<file path="src/rtl/im_pkg.sv">
// Shared constants and state encoding for the instruction-memory loader.
package im_pkg;

    localparam int unsigned IM_DEPTH   = 4096;
    localparam int unsigned IM_AW      = 12;
    localparam logic [31:0] IM_BASE_PC = 32'h0000_3000;

    typedef enum logic [1:0] {
        IDLE,
        LOAD,
        DONE,
        ERR
    } ld_state_t;

endpackage

</file>
<file path="src/rtl/im_wr_port.sv">
// Registered IM write stage: one strobe cycle per accepted word, cancelled by reset.
module im_wr_port
    import im_pkg::*;
#(
    parameter int unsigned AW      = IM_AW,
    parameter logic [31:0] BASE_PC = IM_BASE_PC
) (
    input  logic          clk,
    input  logic          reset,
    input  logic          accept,
    input  logic [AW-1:0] addr,
    input  logic [31:0]   data,
    output logic          wr_en,
    output logic [AW-1:0] wr_addr,
    output logic [31:0]   wr_data,
    output logic [31:0]   wr_pc
);

    logic [31:0] byte_off;

    assign byte_off = {{(30-AW){1'b0}}, addr, 2'b00};

    always_ff @(posedge clk or posedge reset) begin
        if (reset) begin
            wr_en   <= 1'b0;
            wr_addr <= '0;
            wr_data <= '0;
            wr_pc   <= BASE_PC;
        end else begin
            wr_en <= accept;
            if (accept) begin
                wr_addr <= addr;
                wr_data <= data;
                wr_pc   <= BASE_PC + byte_off;
            end
        end
    end

endmodule

</file>
<file path="src/rtl/im_loader.sv">
// Instruction-memory loader: streams words into the IM and holds the CPU in reset until done.
// Optional build macro IM_LOADER_CHECKSUM_EN adds chk_sum/exp_sum verification.
module im_loader
    import im_pkg::*;
#(
    parameter int unsigned DEPTH   = IM_DEPTH,
    parameter int unsigned AW      = IM_AW,
    parameter logic [31:0] BASE_PC = IM_BASE_PC
) (
    input  logic          clk,
    input  logic          reset,
    input  logic          start,
    input  logic          in_valid,
    input  logic [31:0]   in_data,
    input  logic          in_last,
    output logic          in_ready,
    output logic          wr_en,
    output logic [AW-1:0] wr_addr,
    output logic [31:0]   wr_data,
    output logic [31:0]   wr_pc,
    output logic [AW:0]   word_count,
`ifdef IM_LOADER_CHECKSUM_EN
    input  logic [31:0]   exp_sum,
    output logic [31:0]   chk_sum,
`endif
    output logic          load_done,
    output logic          load_err,
    output logic          cpu_hold
);

    ld_state_t     state;
    ld_state_t     state_next;
    logic [AW-1:0] idx;
    logic          accept;
    logic          restart;
    logic          at_last_slot;
    logic          sum_ok;

    assign accept       = in_valid && in_ready;
    assign restart      = start && (state != LOAD);
    assign at_last_slot = (idx == AW'(DEPTH - 1));

`ifdef IM_LOADER_CHECKSUM_EN
    // The final word is folded in combinationally so the compare happens on the in_last edge.
    assign sum_ok = ((chk_sum + in_data) == exp_sum);
`else
    assign sum_ok = 1'b1;
`endif

    always_ff @(posedge clk or posedge reset) begin
        if (reset) begin
            state <= IDLE;
        end else begin
            state <= state_next;
        end
    end

    always_comb begin
        state_next = state;
        case (state)
            IDLE: if (start) state_next = LOAD;
            LOAD: begin
                if (accept) begin
                    if (in_last) begin
                        state_next = sum_ok ? DONE : ERR;
                    end else if (at_last_slot) begin
                        state_next = ERR;
                    end
                end
            end
            DONE: if (start) state_next = LOAD;
            ERR:  if (start) state_next = LOAD;
            default: state_next = IDLE;
        endcase
    end

    always_comb begin
        in_ready  = (state == LOAD);
        load_done = (state == DONE);
        load_err  = (state == ERR);
        cpu_hold  = (state != DONE);
    end

    always_ff @(posedge clk or posedge reset) begin
        if (reset) begin
            idx        <= '0;
            word_count <= '0;
        end else if (restart) begin
            idx        <= '0;
            word_count <= '0;
        end else if (accept) begin
            if (!at_last_slot) begin
                idx <= idx + 1'b1;
            end
            if (word_count != (AW+1)'(DEPTH)) begin
                word_count <= word_count + 1'b1;
            end
        end
    end

`ifdef IM_LOADER_CHECKSUM_EN
    always_ff @(posedge clk or posedge reset) begin
        if (reset) begin
            chk_sum <= '0;
        end else if (restart) begin
            chk_sum <= '0;
        end else if (accept) begin
            chk_sum <= chk_sum + in_data;
        end
    end
`endif

    im_wr_port #(
        .AW      (AW),
        .BASE_PC (BASE_PC)
    ) u_wr_port (
        .clk     (clk),
        .reset   (reset),
        .accept  (accept),
        .addr    (idx),
        .data    (in_data),
        .wr_en   (wr_en),
        .wr_addr (wr_addr),
        .wr_data (wr_data),
        .wr_pc   (wr_pc)
    );

endmodule

</file>
<file path="config.mk">
export PLATFORM = sky130hd
export DESIGN_NAME = im_loader
export DESIGN_NICKNAME = d
export VERILOG_FILES = /design/src/rtl/im_pkg.sv /design/src/rtl/im_wr_port.sv /design/src/rtl/im_loader.sv
export SDC_FILE = /design/constraint.sdc
export NUM_CORES = 1
export LEC_CHECK = 0
export BUFFER_PORTS_ARGS = -buffer_cell sky130_fd_sc_hd__buf_4
export CAP_MARGIN = 10
export CELL_PAD_IN_SITES_DETAIL_PLACEMENT = 1
export CELL_PAD_IN_SITES_GLOBAL_PLACEMENT = 2
export CORE_ASPECT_RATIO = 1.1
export CORE_MARGIN = 2
export CORE_UTILIZATION = 30
export CTS_CLUSTER_DIAMETER = 40
export CTS_CLUSTER_SIZE = 12
export DETAILED_ROUTE_END_ITERATION = 10
export PLACE_DENSITY_LB_ADDON = 0.05
export SLEW_MARGIN = 20
export SYNTH_ARGS = -nofsm -noshare
export SYNTH_HDL_FRONTEND = slang
export SYNTH_SLANG_ARGS = --single-unit
</file>
<file path="constraint.sdc">
create_clock -name clk -period 3.6 [get_ports clk]
set_clock_uncertainty 0.1 [all_clocks]
set_input_delay 0.18 -clock clk [delete_from_list [all_inputs] [get_ports clk]]
set_output_delay 0.18 -clock clk [all_outputs]
set_load 0.02 [all_outputs]
</file>
==> Word level (Yosys, flattened, before mapping) <==
Index checks and enable logic that the tools add are counted.
{ "word_totals": {"regBits": 104, "out_inout_bits": 94} }
{ "classes": {"eq_ne": 11, "reduce_logical": 9, "muxes": 11, "n_addsub": 3} }
{ "op_table": {"columns": ["op", "n"], "rows": [
  ["$mux W13", 3],
  ["$mux W12", 3],
  ["$add A14 B14 Y15 const A", 1],
  ["$add A13 B1 Y13 const B", 1],
  ["$ne A13 B13 Y1 const B", 1],
  ["$add A12 B1 Y12 const B", 1],
  ["$eq A12 B12 Y1 const B", 1],
  ["$mux W2", 4],
  ["$ne A2 B1 Y1 const B", 3],
  ["$eq A2 B2 Y1 const B", 2],
  ["$ne A2 B2 Y1 const B", 2],
  ["$pmux W2 S2", 1],
  ["$reduce_and A2 Y1", 2],
  ["$reduce_bool A2 Y1", 2],
  ["$ne A3 B2 Y1 const B", 1],
  ["$reduce_and A3 Y1", 1],
  ["$reduce_or A3 Y1", 1],
  ["$eq A2 B1 Y1 const B", 1],
  ["$logic_and A1 B1 Y1", 2],
  ["$logic_not A2 Y1", 1]
]} }

==> Longest topological paths before layout <==
{ "logic_depth": {"ltp_word": 5, "depth_mapped": 6, "mapped_depth_nobuf": 6} }

==> By module <==
Synthesis repeated with hierarchy kept, for this count alone.
{ "unflattened": {"hier_cells": 291, "hier_area_um2": 3604.7} }
{ "by_module_without_submodules": {"columns": ["module", "cells_each", "n_inst", "area_each_um2"], "rows": [
  ["im_wr_port", 136, 1, 2085.8],
  ["im_loader", 155, 1, 1519.0]
]} }

==> Worst setup path before layout <==
No wires, ideal clock.
{ "synth_path": {"path_kind": "reg-to-reg", "startpoint": "register idx[10]", "endpoint": "register idx[11]", "setup_time_ns": 0.078, "t_arrival_ns": 1.723, "slack_ns": 1.699, "stages_incl_launch_ff": 6, "required_ns": 3.422, "cell_sequence": "dfrtp_1 -> ha_1 -> and3_1 -> a2111o_1 -> or3_1 -> a21oi_1"} }
{ "synth_between": {"elab_chain_cells": 4} }
{ "synth_lines": {"columns": ["item", "line_no", "text"], "rows": [
  ["start: declaration", "im_loader.sv:33", "logic [AW-1:0] idx;"],
  ["start signal: assignment", "im_loader.sv:93", "idx <= idx + 1'b1;"],
  ["$add A12 B1 Y12", "im_loader.sv:93", null],
  ["$mux W12", "im_loader.sv:92", "if (!at_last_slot) begin"],
  ["$mux W12", "im_loader.sv:91", "end else if (accept) begin"],
  ["$mux W12", "im_loader.sv:88", "end else if (restart) begin"]
]} }
Parallel ways exist; a longest one is shown, timed or not. The select of a mux whose other input is x is not followed.
A chain may end at the register's enable or synchronous reset.

==> Worst setup path after layout <==
{ "layout_path": {"startpoint": "register state[1]", "endpoint": "register idx[6]"} }
{ "layout_between": {"elab_chain_cells": 4} }
{ "layout_lines": {"columns": ["item", "line_no", "text"], "rows": [
  ["start: declaration", "im_loader.sv:31", "ld_state_t state;"],
  ["start signal: assignment", "im_loader.sv:54", "state <= state_next;"],
  ["$ne A2 B1 Y1 or $eq A2 B1 Y1 (tied branches)", "im_loader.sv:40, im_loader.sv:78", null],
  ["$logic_and A1 B1 Y1 (on tied branches)", "im_loader.sv:40, im_loader.sv:39", null],
  ["$ne A2 B2 Y1 (no source line) or $reduce_bool A2 Y1 (tied branches)", null, null],
  ["$reduce_and A2 Y1 (no source line)", null, null]
]} }
Parallel ways exist; a longest one is shown, timed or not.

==> impl_metrics.env <==
export IMPL_drc=0
export IMPL_drt_wirelength_per_cell_um=14.29
export IMPL_clockRootBuffer="clkbuf_16"
export IMPL_numPortBuffers=111
export IMPL_hold_path_class="input port to async pin"
export IMPL_finalCriticalPeriod_ns=2.477
export IMPL_final_cell_mix="139 x nand2_1, 115 x buf_4, 73 x dfrtp_1"
export IMPL_ir_drop_mv=0.2369
export IMPL_r2r_end="idx[6]"
export IMPL_fin_nets=549
export IMPL_cts_clk_slew_worst_paths_ns=0.06
export IMPL_drt_iter0_markers=90
export IMPL_yosys_area_share_simple=0.2381
export IMPL_grt_pass1_wl_um=15510
export IMPL_synth_compound_area_frac=0.08692
export IMPL_drv_slew=0
export IMPL_tightestPinTransition_ns=0.8933
export IMPL_crit_path_end_kind="register"
export IMPL_grt_busiest_layer="met2"
export IMPL_track_usage=0.1614
export IMPL_post_route_period_util=0.6880
export IMPL_area_growth_pct=42.91
export IMPL_cp_arrival_ns=2.56
export IMPL_slowest_delay_ns=0.47
export IMPL_start_util=0.3111
export IMPL_antenna_left=0
export IMPL_violations="negative hold slack"
export IMPL_die_y_um=116.1
export IMPL_coreArea_um2=11010
export IMPL_synth_distinct_cells=41
export IMPL_antenna_cells=0
export IMPL_p_switching_uw=927.0
export IMPL_use_met2=0.2804
export IMPL_power_density_nw_per_um2=567.0
export IMPL_leakage_uw=0.002521
export IMPL_synth_edf_count=0
export IMPL_grt_overflow=0
export IMPL_grt_start_max_net_pins=50
export IMPL_synth_top_family_by_area="simple AND/OR/NAND/NOR gates"
export IMPL_cp_max_fo=49
export IMPL_rrSetupSlack_ns=1.12
export IMPL_crit_slowest_cell="buf_4"
export IMPL_crit_buf_inv=2
export IMPL_synth_seq_cells=75
export IMPL_cts_resized=0
export IMPL_fin_setup_tns_ns=0
export IMPL_finalSetupViolations=0
export IMPL_core_rowCount=40
export IMPL_hold_viol=38
export IMPL_muxShareOfSynthArea=0.005844
export IMPL_io_pins=131
export IMPL_cts_sinks=75
export IMPL_async_flop_share=1.000
export IMPL_synth_adder_area_share=0.01826
export IMPL_gp_congestion=0.7476
export IMPL_synth_flop_cell="dfrtp_1"
export IMPL_critical_path_depth=6
export IMPL_internal_power_uw=1849
export IMPL_grt_use_met3=0.02531
export IMPL_cp_data_required_time_ns=3.68
export IMPL_holdWs_ns=-0.04831
export IMPL_startpoint="state[1]"
export IMPL_clock_path_buffers=2
export IMPL_grt_antenna_before_repair=0
export IMPL_fp_dieArea_um2=12290
export IMPL_rsz0062_at_grt="no"
export IMPL_r2r_cells=6
export IMPL_fin_util=0.4447
export IMPL_worstSetupStartpointType="register"
export IMPL_die_width_um=105.9
export IMPL_reg2reg_from="state[1]"
export IMPL_cts_tree="built"
export IMPL_routed_wl_um=9418
export IMPL_yosys_warnings=0
export IMPL_viasPerCell=4.557
export IMPL_setup_worst_path_end="idx[6]"
export IMPL_critPathKind="register to register"
export IMPL_num_vias=3003
export IMPL_place_hpwl_um=6291
export IMPL_maxCapViolCount=0
export IMPL_avgSynthCellArea_um2=9.184
export IMPL_power_switching_share=0.3339
export IMPL_timing_fmax_mhz=403.7
export IMPL_status="finished with violations"
export IMPL_drive_gt1_frac=0.2734
export IMPL_use_met1=0.2043
export IMPL_ys_seq_area_frac=0.5486
export IMPL_seqPwrFrac=0.399
export IMPL_numCtsBuffers=9
export IMPL_final_common_cell="nand2_1"
export IMPL_drtPass1Iterations=4
export IMPL_cp_top_family="buffers and inverters"
export IMPL_yosys_top_cells_area="dfrtp_1 53%, nand2_1 15%, buf_4 6.4%"
export IMPL_clk_latency_ns=0.33
export IMPL_clkPwrFrac=0.309
export IMPL_cts_max_level=3
export IMPL_cp_cell_sequence="nand3b_4 > inv_2 > buf_4 > nand3_1 > o311ai_0 > o41ai_1"
export IMPL_netlist_area_um2=3426
export IMPL_grt_pass1_vias=3011
export IMPL_pwr_share_comb=0.292
export IMPL_syn_inst=373
export IMPL_relSlewSlack=0.4036
export IMPL_yosysTopAreaCell="dfrtp_1"
export IMPL_post_cts_setup_buffers=0
export IMPL_synth_top_area_share=0.5332
export IMPL_synth_xor_area_share=0.007670
worst reg2reg max path: stages, from the launching register on:
cell,delay (ns)
dfrtp_1,0.41
nand3b_4,0.41
inv_2,0.20
buf_4,0.47
nand3_1,0.26
o311ai_0,0.35
o41ai_1,0.13
state kept, by name, indices dropped and copies added (netlist names):
name and count:
u_wr_port.wr_pc 3, u_wr_port.wr_addr 12, state 2, word_count 13, idx 12, u_wr_port.wr_data 32, u_wr_port.wr_en 1
metrics by stage:
step	power (uW)	worst slack [ns]	area (um^2)	cells	hold WS (ns)
5_1_grt	2948	0.8121	4896	659	0.03123
6_report	2776	1.123	4896	659	-0.04831
3_5_place_dp	1916	1.088	4265	609	0.2764
2_1_floorplan	1578	1.413	3493	391	0.1647
3_3_place_gp	1900	1.195	4265	609	0.2675
4_1_cts	2821	1.073	4896	659	0.002761
what timing repair did:
| item | CTS | global route |
|---|---|---|
| setup endpoints to repair | 0 | 0 |
| endpoints found under the hold margin | 34 | 0 |
| hold buffers | 34 | 0 |
power groups by stage:
| stage | sequential [uW] | combinational [uW] | clock, uW |
|---|---|---|---|
| final | 1110 | 810 | 859 |
| after CTS | 1110 | 825 | 886 |
| after floorplan | 1260 | 313 | 0 |
| after detailed placement | 1120 | 792 | 0 |
| after global placement | 1120 | 784 | 0 |
| after global routing | 1130 | 887 | 930 |
how the worst min path moves through the flow:
stage	cells past startpoint	endpoint	start
floorplan	1	state[0]	in_last
global placement	2	state[0]	in_last
detailed placement	2	state[0]	in_last
CTS	2	u_wr_port.wr_data[27]	reset
global route	2	u_wr_port.wr_data[27]	reset
finish	2	u_wr_port.wr_data[27]	reset
cell type report:
cell class	count	area, um^2
timing repair buffer	149	1204
sequential	75	1879
clock buffer	12	266.5
multi-input combinational	260	1294
clock inverter	4	23.77
inverter	12	45.04
fill	1283	6115
tap	147	183.9
cells by family (layout without fill, tap and decap cells):
logic type,count (synthesis),after routing
AND/OR/NAND/NOR,184,184
buffers and inverters,56,177
other,1,19
XOR/XNOR,3,3
multiplexers,2,2
AO/OA/AOI/OAI,47,47
flip-flops,75,75
adder cells (fa/ha/maj),5,5
synth_stat cells (all sizes together) (3+ instances only):
cell type,number
nand2,139
nand3,9
o211ai,5
nor4,3
nor2,7
o31ai,8
inv,12
buf,32
nand4,5
a21oi,10
dfrtp,73
o311ai,3
ha,5
and3,3
o21ai,16
or3,4
clkbuf,12
per-layer routing:
layer,share of wire,vias to the layer above
li1,-,1460
met1,0.44,1461
met2,0.51,73
met3,0.043,9
met4,0.011,0
met5,0,-
No activity file was read; power rests on OpenSTA's default activity.
